[src/rtl/serial_subtractor_pkg.sv]
// Shared definitions for the digit-serial subtractor: FSM states and derived sizing helpers.
package serial_subtractor_pkg;

    localparam int unsigned DEFAULT_WIDTH = 32;
    localparam int unsigned DEFAULT_DIGIT = 4;

    typedef enum logic [1:0] {
        IDLE = 2'd0,
        RUN  = 2'd1,
        DONE = 2'd2
    } state_t;

    // Number of RUN cycles needed to walk the full operand width.
    function automatic int unsigned digit_count(input int unsigned width, input int unsigned digit);
        return width / digit;
    endfunction

    function automatic int unsigned count_width(input int unsigned n);
        return (n > 1) ? $clog2(n) : 1;
    endfunction

endpackage

[src/rtl/serial_subtractor_slice.sv]
// Combinational DIGIT-bit adder reused every RUN cycle of the serial subtractor.
module digit_sub_slice #(
    parameter int unsigned DIGIT = 4
) (
    input  logic [DIGIT-1:0] x,
    input  logic [DIGIT-1:0] y,
    input  logic             cin,
    output logic [DIGIT-1:0] s,
    output logic             cout
);

    always_comb begin
        {cout, s} = {1'b0, x} + {1'b0, y} + {{DIGIT{1'b0}}, cin};
    end

endmodule

[src/rtl/serial_subtractor.sv]
// Multi-cycle signed subtractor: diff = a - b - bin, computed as a + ~b + ~bin one digit per cycle.
module serial_subtractor
    import serial_subtractor_pkg::*;
#(
    parameter int unsigned WIDTH = DEFAULT_WIDTH,
    parameter int unsigned DIGIT = DEFAULT_DIGIT
) (
    input  logic             clk,
    input  logic             rst,
    input  logic             start,
    input  logic [WIDTH-1:0] a,
    input  logic [WIDTH-1:0] b,
    input  logic             bin,
    output logic             busy,
    output logic             done,
    output logic [WIDTH-1:0] diff,
    output logic             bout,
    output logic             overflow
);

    localparam int unsigned N    = digit_count(WIDTH, DIGIT);
    localparam int unsigned CW   = count_width(N);
    localparam logic [CW-1:0] LAST = CW'(N - 1);

    state_t state, state_next;

    logic [WIDTH-1:0]       a_sh;
    logic [WIDTH-1:0]       nb_sh;
    logic [WIDTH-1:0]       res_sh;
    logic [CW-1:0]          cnt;
    logic                   carry;
    logic                   a_sign;
    logic                   b_sign;
    logic [DIGIT-1:0]       sum;
    logic                   cout;
    logic                   accept;
    logic                   last;
    logic [WIDTH+DIGIT-1:0] joined;
    logic [WIDTH-1:0]       assembled;

    digit_sub_slice #(.DIGIT(DIGIT)) u_slice (
        .x    (a_sh[DIGIT-1:0]),
        .y    (nb_sh[DIGIT-1:0]),
        .cin  (carry),
        .s    (sum),
        .cout (cout)
    );

    // New digit enters at the MSB; on the last cycle this is already the full result.
    always_comb begin
        joined    = {sum, res_sh};
        assembled = WIDTH'(joined >> DIGIT);
    end

    always_comb begin
        state_next = state;
        accept     = 1'b0;
        busy       = 1'b0;
        done       = 1'b0;
        last       = (cnt == LAST);
        unique case (state)
            IDLE: begin
                if (start) begin
                    state_next = RUN;
                    accept     = 1'b1;
                end
            end
            RUN: begin
                busy = 1'b1;
                if (last) begin
                    state_next = DONE;
                end
            end
            DONE: begin
                done = 1'b1;
                if (start) begin
                    state_next = RUN;
                    accept     = 1'b1;
                end else begin
                    state_next = IDLE;
                end
            end
            default: state_next = IDLE;
        endcase
    end

    always_ff @(posedge clk) begin
        if (rst) begin
            state <= IDLE;
        end else begin
            state <= state_next;
        end
    end

    always_ff @(posedge clk) begin
        if (rst) begin
            a_sh     <= '0;
            nb_sh    <= '0;
            res_sh   <= '0;
            cnt      <= '0;
            carry    <= 1'b0;
            a_sign   <= 1'b0;
            b_sign   <= 1'b0;
            diff     <= '0;
            bout     <= 1'b0;
            overflow <= 1'b0;
        end else if (accept) begin
            a_sh   <= a;
            nb_sh  <= ~b;
            carry  <= ~bin;
            cnt    <= '0;
            a_sign <= a[WIDTH-1];
            b_sign <= b[WIDTH-1];
        end else if (state == RUN) begin
            a_sh   <= a_sh >> DIGIT;
            nb_sh  <= nb_sh >> DIGIT;
            carry  <= cout;
            res_sh <= assembled;
            cnt    <= cnt + CW'(1);
            if (last) begin
                diff     <= assembled;
                bout     <= ~cout;
                overflow <= (a_sign != b_sign) && (assembled[WIDTH-1] != a_sign);
            end
        end
    end

endmodule

[config.mk]
export PLATFORM = sky130hd
export DESIGN_NAME = serial_subtractor
export DESIGN_NICKNAME = d
export VERILOG_FILES = /design/src/rtl/serial_subtractor_pkg.sv /design/src/rtl/serial_subtractor_slice.sv /design/src/rtl/serial_subtractor.sv
export SDC_FILE = /design/constraint.sdc
export NUM_CORES = 1
export LEC_CHECK = 0
export ABC_AREA = 0
export CORE_UTILIZATION = 51
export CTS_CLUSTER_SIZE = 40
export DETAILED_ROUTE_END_ITERATION = 10
export GPL_TIMING_DRIVEN = 0
export PLACE_DENSITY_LB_ADDON = 0.15
export RECOVER_POWER = 50
export SLEW_MARGIN = 20
export SYNTH_ARGS = -nofsm -noshare
export SYNTH_HDL_FRONTEND = slang
export SYNTH_HIERARCHICAL = 1
export SYNTH_SLANG_ARGS = --single-unit
[constraint.sdc]
create_clock -name clk -period 2.7 [get_ports clk]
set_clock_uncertainty 0.15 [all_clocks]
set_input_delay 0.405 -clock clk [delete_from_list [all_inputs] [get_ports clk]]
set_output_delay 0.405 -clock clk [all_outputs]
set_load 0.01 [all_outputs]
Yosys cells after proc, flatten, opt, wreduce, memory -nomap -nowiden
Index checks and enable logic that the tools add are counted.
- equality and inequality tests: 7
- reductions and logical operators: 8
- multiplexer cells: 14
- bitwise operators: 4
- add/subtract/negate cells: 3
- operator list (kind ; count):
    $mux W32 ; 4
    $not A32 Y32 ; 1
    $mux W1 ; 7
    $pmux W2 S3 ; 1
    $add A4 B4 Y5 ; 1
    $add A5 B1 Y5 ; 1
    $mux W2 ; 2
    $ne A2 B2 Y1 const B ; 2
    $reduce_and A2 Y1 ; 2
    $reduce_or A2 Y1 ; 2
    $add A3 B1 Y3 const B ; 1
    $eq A3 B3 Y1 const B ; 1
    $not A1 Y1 ; 3
    $reduce_and A3 Y1 ; 1
    $eq A2 B1 Y1 const B ; 1
    $eq A2 B2 Y1 const B ; 1
    $logic_not A2 Y1 ; 1
    $ne A1 B1 Y1 ; 2
    $reduce_bool A2 Y1 ; 1
    $logic_and A1 B1 Y1 ; 1
- input bits: 68
- logic and storage cells: 47
- output and inout bits: 36
- register bits after elaboration: 138

Depth between registers and ports, before layout
Gate-level depths: netlist of run 1.
- depth after elaboration: 5
- depth in mapped cells: 8
- mapped depth without buffers: 8

Cells and area by module
Netlist of run 1, hierarchy kept.
- by module, submodules not included (module ; area an instance (µm²) ; seq. area each (µm²) ; cells each ; times used):
    serial_subtractor ; 5112.4 ; 2682.6 ; 624 ; 1
    digit_sub_slice ; 143.9 ; 0.0 ; 16 ; 1

Least setup slack after synthesis of run 1
No wires, ideal clock.
- kind: reg-to-reg
- start point: register nb_sh[0]
- end point: register overflow
- library setup time: 0.091 ns
- data required time: 2.459 ns
- path buffers: 0
- cell stages (with the launch flop): 7
- clock period less this slack: 2.054 ns
- arrival: 1.813 ns
- setup slack: 0.646 ns
- cell sequence: dfxtp_1 fa_1 a21o_1 a21oi_2 xnor2_1 or3b_2 a311oi_1
- cells in the longest elaborated chain, start to end: 4
- RTL lines (item ; line ; RTL):
    from (decl) ; serial_subtractor.sv:28 ; logic [WIDTH-1:0] nb_sh;
    from (signal assigned) ; serial_subtractor.sv:109 ; nb_sh <= ~b;
    from (signal assigned) ; serial_subtractor.sv:116 ; nb_sh <= nb_sh >> DIGIT;
    $add A4 B4 Y5 ; serial_subtractor_slice.sv:13 ; {cout, s} = {1'b0, x} + {1'b0, y} + {{DIGIT{1'b0}}, cin};
    $add A5 B1 Y5 ; serial_subtractor_slice.sv:13 ;
    named net sum[3] ; serial_subtractor.sv:34 ; logic [DIGIT-1:0] sum;
    $ne A1 B1 Y1 ; serial_subtractor.sv:123 ; overflow <= (a_sign != b_sign) && (assembled[WIDTH-1] != a_sign);
    $logic_and A1 B1 Y1 ; serial_subtractor.sv:123 ;
    to (signal assigned) ; serial_subtractor.sv:123 ;
    to (decl) ; serial_subtractor.sv:18 ; output logic overflow
The timed path passes the listed nets, and every way through them passes these cells.
A chain may end at the register's enable or synchronous reset.

Worst setup path in the final report of run 1
- start point: register state[1]
- end point: output port busy
- cells in the longest elaborated chain, start to end: 2
- RTL lines (item ; line ; RTL):
    from (decl) ; serial_subtractor.sv:25 ; state_t state, state_next;
    from (signal assigned) ; serial_subtractor.sv:91 ; state <= state_next;
    $eq A2 B1 Y1 ; serial_subtractor.sv:61 ; unique case (state)
    $mux W1 ; serial_subtractor.sv:61 ;
    to (decl) ; serial_subtractor.sv:14 ; output logic busy,
No other way between the ends.

==> results of run 1 <==
## worst max-delay path, stage by stage, from the launching register on
cell and delay, ns:
dfxtp_1 0.33, nand2b_1 0.16, inv_1 0.09, buf_4 0.19
buf_6 0.19, clkdlybuf4s50_1 0.55
## state kept, by name, indices dropped and copies added, names as in the netlist
| signal | count |
|---|---|
| b_sign | 1 |
| diff | 32 |
| a_sign | 1 |
| a_sh | 32 |
| nb_sh | 32 |
| cnt | 3 |
| carry | 1 |
| bout | 1 |
| res_sh | 28 |
| overflow | 1 |
| state | 2 |
## path summary, 6_finish.rpt
| kind | startpoint | endpoint | slack [ns] | cells past startpoint |
|---|---|---|---|---|
| max | state[1] | busy | 0.11 | 5 |
| min | res_sh[7] | diff[3] | 0.30 | 2 |
| max reg2reg | nb_sh[0] | overflow | 0.46 | 6 |
| min reg2reg | res_sh[7] | diff[3] | 0.30 | 2 |
## area by class of cell
cell class	count	area, sq um	share of cell area, %
Sequential cell	134	2684	38.13
Multi-Input combinational cell	444	2290	32.53
Timing Repair Buffer	102	1021	14.50
Clock buffer	19	431.7	6.132
Buffer	57	260.3	3.697
Clock inverter	12	167.7	2.382
Tap cell	133	166.4	2.364
Inverter	5	18.77	0.2666
## through the flow
stage / instance area [sq um] / util, % / setup WS, ns
floorplan: 5256 / - / 0.6463
global placement: 6444 / 65.32 / 0.4531
global route: 7039 / 71.36 / 0.03094
detailed placement: 6444 / 65.32 / 0.3923
CTS: 7052 / 71.49 / 0.06791
finish: 7039 / 71.36 / 0.1105
## report_power, final
part	switching (W)	leakage [nW]	internal, W
Clock	0.000884	0.290	0.00144
Sequential	0.0000543	1.09	0.00207
Combinational	0.000279	1.20	0.000232
## cell families (layout without fill, tap and decap cells)
family,after synthesis,count (layout),share of synthesized area (%)
buf+inv,62,195,5.403
xor+xnor,3,3,0.5000
simple gates,266,266,20.95
flops,134,134,51.04
compound gates,163,163,19.21
fa+ha+maj,7,7,1.952
mux,5,5,0.9522
## routing by layer
layer / global-route usage [%] / vias up
li1: - / 2432
met1: 32.01 / 2280
met2: 44.87 / 179
met3: 5.916 / 16
met4: 7.867 / 0
met5: 0 / -
## what timing repair did
item | CTS | global route
setup endpoints to repair | 1 | 1
gates resized for setup | 3 | 1
setup buffers | 0 | 0
## cells in the final DEF (no fill, tap or decap), drive strengths merged, types with 10 or more instances in the layout
cell type,synthesis,layout
a311oi,13,13
buf,39,28
nor3,30,30
inv,5,10
dfxtp,134,134
nand2,188,188
a31oi,20,20
nor2,16,16
nand3,18,18
clkbuf,18,48
o22ai,12,12
clkdlybuf4s50,0,101
a21o,21,21
a21oi,81,81
==> impl_results.md, run 1 <==
- Critical Path Source Type: register
- Area grow syn2layout: 33.92%
- Mean Syn Cell Area: between 8 and 9 sq um
- Via count: approximately 4,900
- PwrDens: just over 700 nW/um^2
- Global route overflow: 0
- EDFF count, synth: 0
- Register bit count reported by yosys: about 130
- Most area-hungry cell type in the Yosys netlist: dfxtp_1
- Io pins: 104
- Top cells by count, synth: nand2_1, dfxtp_1, a21oi_1
- Synth cell types: 30
- First-pass GRT wire length: roughly 22 mm
- Power, Total: around 0.0050 W
- Ys async rst share: 0%
- GP Congestion: about 0.84
- Cell Rows: 36
- Post-CTS Hold Fix Bufs: 0
- Gate Count Post-Synth: 640
- Highest Signal Layer: met4
- CTS root buffer: clkbuf_8
- Synthesized area: 5256 sq um
- WP data required: ~2.1 ns
- RSZ-0062 raised after global routing: no
- CTS Buf Count: 17
- Yosys warnings: 6
- Final Cycle Share: between 90% and 100%
- DRC viols: 0
- Top-count cell post-synth: nand2_1
- Met1 Wirelength: ~5.8 mm
- Ant. Diodes: 0
- Max_cap viols: 0
- Yosys top cell area share: 51.04%
- Layout Cells excl Fill: 906
- Final Max Slew Viols: 0
- Post-DR wirelength/cell: 14.85 microns
- Die height: between 100 and 150 microns
- LEAKAGE: around 2.6 nW
- Starting density of the core: 53.29%
- Clk sinks: approximately 130
- Critical path class: reg -> out
- Total negative slack: 0 ns
- Peak VDD IR: about 0.41 mV
- Vias per cell: 5.416
- Mapped Nets: slightly above 700
- First-pass DRT Iterations: 5
- Max-slew headroom: between 60% and 70%
- WL met2: roughly 6.7 mm
- 1st-iter DRT viols: roughly 300
- IO Port Bufs: slightly above 100
- HP Class: reg -> reg
- Peak Freq: 386.2 MHz
- Die X: ~100 microns
- Final hold viol count: 0
- Post-route ant nets: 0
- Fin Hold WS: between 0.3 and 0.4 ns
- Antenna violations before repair: 0
- Largest buffer count on any clock path: 2
- Die area: roughly 11,000 sq um
- Htree depth: 4
- Least-Margin Pin Slew: slightly below 0.6 ns
- Clock slew at reported path FFs: about 0.060 ns
- CTS tree: yes
- WL met3: roughly 830 microns
- Core ar.: 9864 sq um
- DP Cell Count: 875
- Post-synthesis sequential area ratio: between 50% and 60%
- Critical Path Fanout Max: 10
- Post-synth top flop: dfxtp_1
- Tmin final: about 2.6 ns
- Outcome: finished clean
- Total GRT Usage: between 20% and 30%
- Final setup viols: 0
- Largest net degree at the start of global routing: 17
- DRT Wirelength: about 13 mm
- Fill cells: 793
- Element type at the critical path end: output pin
- Hpwl dp: ~9.6 mm
- Latest clock arrival within the worst-skew pair: about 0.53 ns
- Top cells by area, synth: dfxtp_1, nand2_1, a21oi_1
- Vias in the first global route: 4,722
- # nets final: between 800 and 900
- Arrival @ worst endpoint: 2.03 ns
- Layout cells sized above 1: around 7.4%
Power figures use the tool's default switching activity.
==> run 2, diff against run 1 <==
Settings changed: SLEW_MARGIN 20 to not set.
==> results of run 2 <==
Same layout as run 1: the final DEF is identical, and so are final timing and power.
==> run 3, diff against run 2 <==
Settings changed: ABC_CLOCK_PERIOD_IN_PS set to 2700.
==> results of run 3 <==
Same layout as run 1: the final DEF is identical, and so are final timing and power.
==> variant, RTL diff (settings of run 3) <==
Put one more register stage on the output `overflow`, without a reset. The value now appears one clock later. The other outputs are not delayed to match.
--- a/src/rtl/serial_subtractor.sv
+++ b/src/rtl/serial_subtractor.sv
@@ -21,6 +21,8 @@
     localparam int unsigned N    = digit_count(WIDTH, DIGIT);
     localparam int unsigned CW   = count_width(N);
     localparam logic [CW-1:0] LAST = CW'(N - 1);
+
+    logic overflow_s0;
 
     state_t state, state_next;
 
@@ -103,7 +105,7 @@
             b_sign   <= 1'b0;
             diff     <= '0;
             bout     <= 1'b0;
-            overflow <= 1'b0;
+            overflow_s0 <= 1'b0;
         end else if (accept) begin
             a_sh   <= a;
             nb_sh  <= ~b;
@@ -120,10 +122,14 @@
             if (last) begin
                 diff     <= assembled;
                 bout     <= ~cout;
-                overflow <= (a_sign != b_sign) && (assembled[WIDTH-1] != a_sign);
+                overflow_s0 <= (a_sign != b_sign) && (assembled[WIDTH-1] != a_sign);
             end
         end
     end
 
+    always_ff @(posedge clk) begin
+        overflow <= overflow_s0;
+    end
+
 endmodule
 
Check against the original RTL: not equivalent (a bounded check fails within 10 cycles, from zero or initial values and one cycle with rst high).
==> variant against run 3 <==
Sequential share of layout area up 0.41 points. Setup slack worse by 0.022 ns. Non-clock buffer count unchanged. Design area down 0.32%. Largest power group is now registers. Synthesized area up 0.38%. Wire length up 1.5%. Sequential cell count up 1. Total power down 3.6%.
==> variant: results (changes against run 3) <==
Status
  • Status: completed

Yosys
  • Seq/Total Area, Yosys: 0.512 (+0.00186)
  • Top post-synthesis cells by area: dfxtp_1, nand2_1, a21oi_1
  • Syn_nets: 716 (+0.14%)
  • Post-synth top cells: nand2_1, dfxtp_1, a21oi_1
  • Yosys cell types: 30 (unchanged)
  • Fraction of registers with async set or reset after synthesis: 0 (unchanged)
  • Ys Warns: 6 (unchanged)
  • Synth Flop Type: dfxtp_1

GRT
  • Met2 usage: 0.454 (+0.00527)
  • Total track usage: 0.261 (+0.00143)
  • Global Route met1 Usage: 0.315 (-0.00461)
  • First-pass GRT wire length: 22500 um (+0.93%)
  • Number of global-route vias before repair: 4731 (+0.19%)
  • Met3 Use GR: 0.0661 (+0.00692)
  • GRT busiest layer: met2
  • Initial antenna violation count: 0 (unchanged)

Pwr
  • Pleak: 2.58 nW (unchanged)
  • Sw frac: 0.258 (+0.0125)
  • Worst VDD drop: 0.390 mV (-3.8%)

Clock tree
  • Max Root-Sink Buffers: 2 (unchanged)
  • Post-CTS setup buffers: 0 (unchanged)
  • Clock transition at the registers of the reported paths: 0.06 ns (about the same)
  • CTS-repair resized insts: 2 (-1)
  • H-tree depth: 4 (unchanged)
  • CTS buffer count: 17 (unchanged)
  • Clock latency on the worst-skew pair: 0.52 ns

Worst setup path
  • CP peak stage delay: 0.55 ns (about the same)
  • CP arrival: 2.06 ns (+0.03 ns)

Detailed routing
  • DR iter-0 viols: 266 (-10%)
  • Average wire per standard cell: 15.0 um (+1.2%)
  • DR pass1 iterations: 5 (unchanged)
  • Vias: 4914 (+0.14%)

Floorplanning
  • Initial Util: 0.532 (about the same)

Placed design
  • RePlAce Congestion: 0.869 (+3.7%)
  • Detailed Place HPWL: 9710 um (+1.4%)
  • Area post-placement: 6460 um^2 (+0.31%)

Hold path
  • Hold WC Path Type: reg2reg

Finish
  • # fillers: 819 (+3.3%)
  • # diodes: 0 (unchanged)
  • Area delta synth->final: 33.0%
  • Nets: 837 (+0.12%)
  • Layout cell share with drive strength beyond 1: 0.0852 (+0.0114)

STA
  • Slew @ Worst Pin: 0.600 ns (+0.00504 ns)
==> variant: cells by family (layout without fill, tap and decap cells) <==
logic type                 after synthesis  after routing  share of synthesized area
buffers and inverters                   62            196                     0.0538
xor gates and xnor gates                 3              3                    0.00498
DFF                                    135            135                      0.512
AOI/OAI and AO/OA                      163            163                      0.191
adders and majority gates                7              7                     0.0194
and+or+nand+nor                        266            266                      0.209
muxes                                    5              5                    0.00949
==> variant: cell type report <==
type,instances,area share
flip-flops and latches,135,0.385
multi-input cells,444,0.326
repair buffers,102,0.146
clock buffers,19,0.0601
plain buffers,57,0.0387
well taps,133,0.0237
clock inverters,13,0.0177
inverters,5,0.00267
==> variant: final timing paths <==
kind / from / end / slack, ns / cells past startpoint
worst max-delay path: state[1]$_SDFFE_PP0P_ / busy / 0.09 / 5
worst min-delay path: overflow_s0$_SDFFE_PP0P_ / overflow$_DFF_P_ / 0.21 / 0
worst max register to register: nb_sh[0]$_SDFFE_PP0P_ / overflow_s0$_SDFFE_PP0P_ / 0.47 / 6
worst min register to register: overflow_s0$_SDFFE_PP0P_ / overflow$_DFF_P_ / 0.21 / 0
==> variant: routing by layer <==
| layer | wire length (um) | share of wire |
|---|---|---|
| met3 | 830 | 0.061 |
| met5 | 0 | 0 |
| met2 | 6700 | 0.49 |
| met1 | 5930 | 0.43 |
| met4 | 186 | 0.014 |
==> variant: critical path: cells and delay by family, from the launching register on <==
kind	cells	cell delay [ns]
buf+inv	4	1.05
simple gates	1	0.16
flops	1	0.33
==> variant: power groups by stage <==
stage | logic [mW] | registers, mW | clock network, mW
2_1_floorplan | 0.311 | 2.17 | 0
3_3_place_gp | 0.495 | 2.18 | 0
3_5_place_dp | 0.507 | 2.18 | 0
4_1_cts | 0.513 | 2.14 | 2.14
5_1_grt | 0.564 | 2.15 | 2.24
6_report | 0.517 | 2.14 | 2.13
==> variant: through the flow <==
stage,setup slack [ns],std cells,power (mW)
detailed placement,0.419,876,2.69
global placement,0.436,876,2.67
finish,0.0887,908,4.79
global route,-0.0144,908,4.96
CTS,0.00434,908,4.79
floorplan,0.646,641,2.48
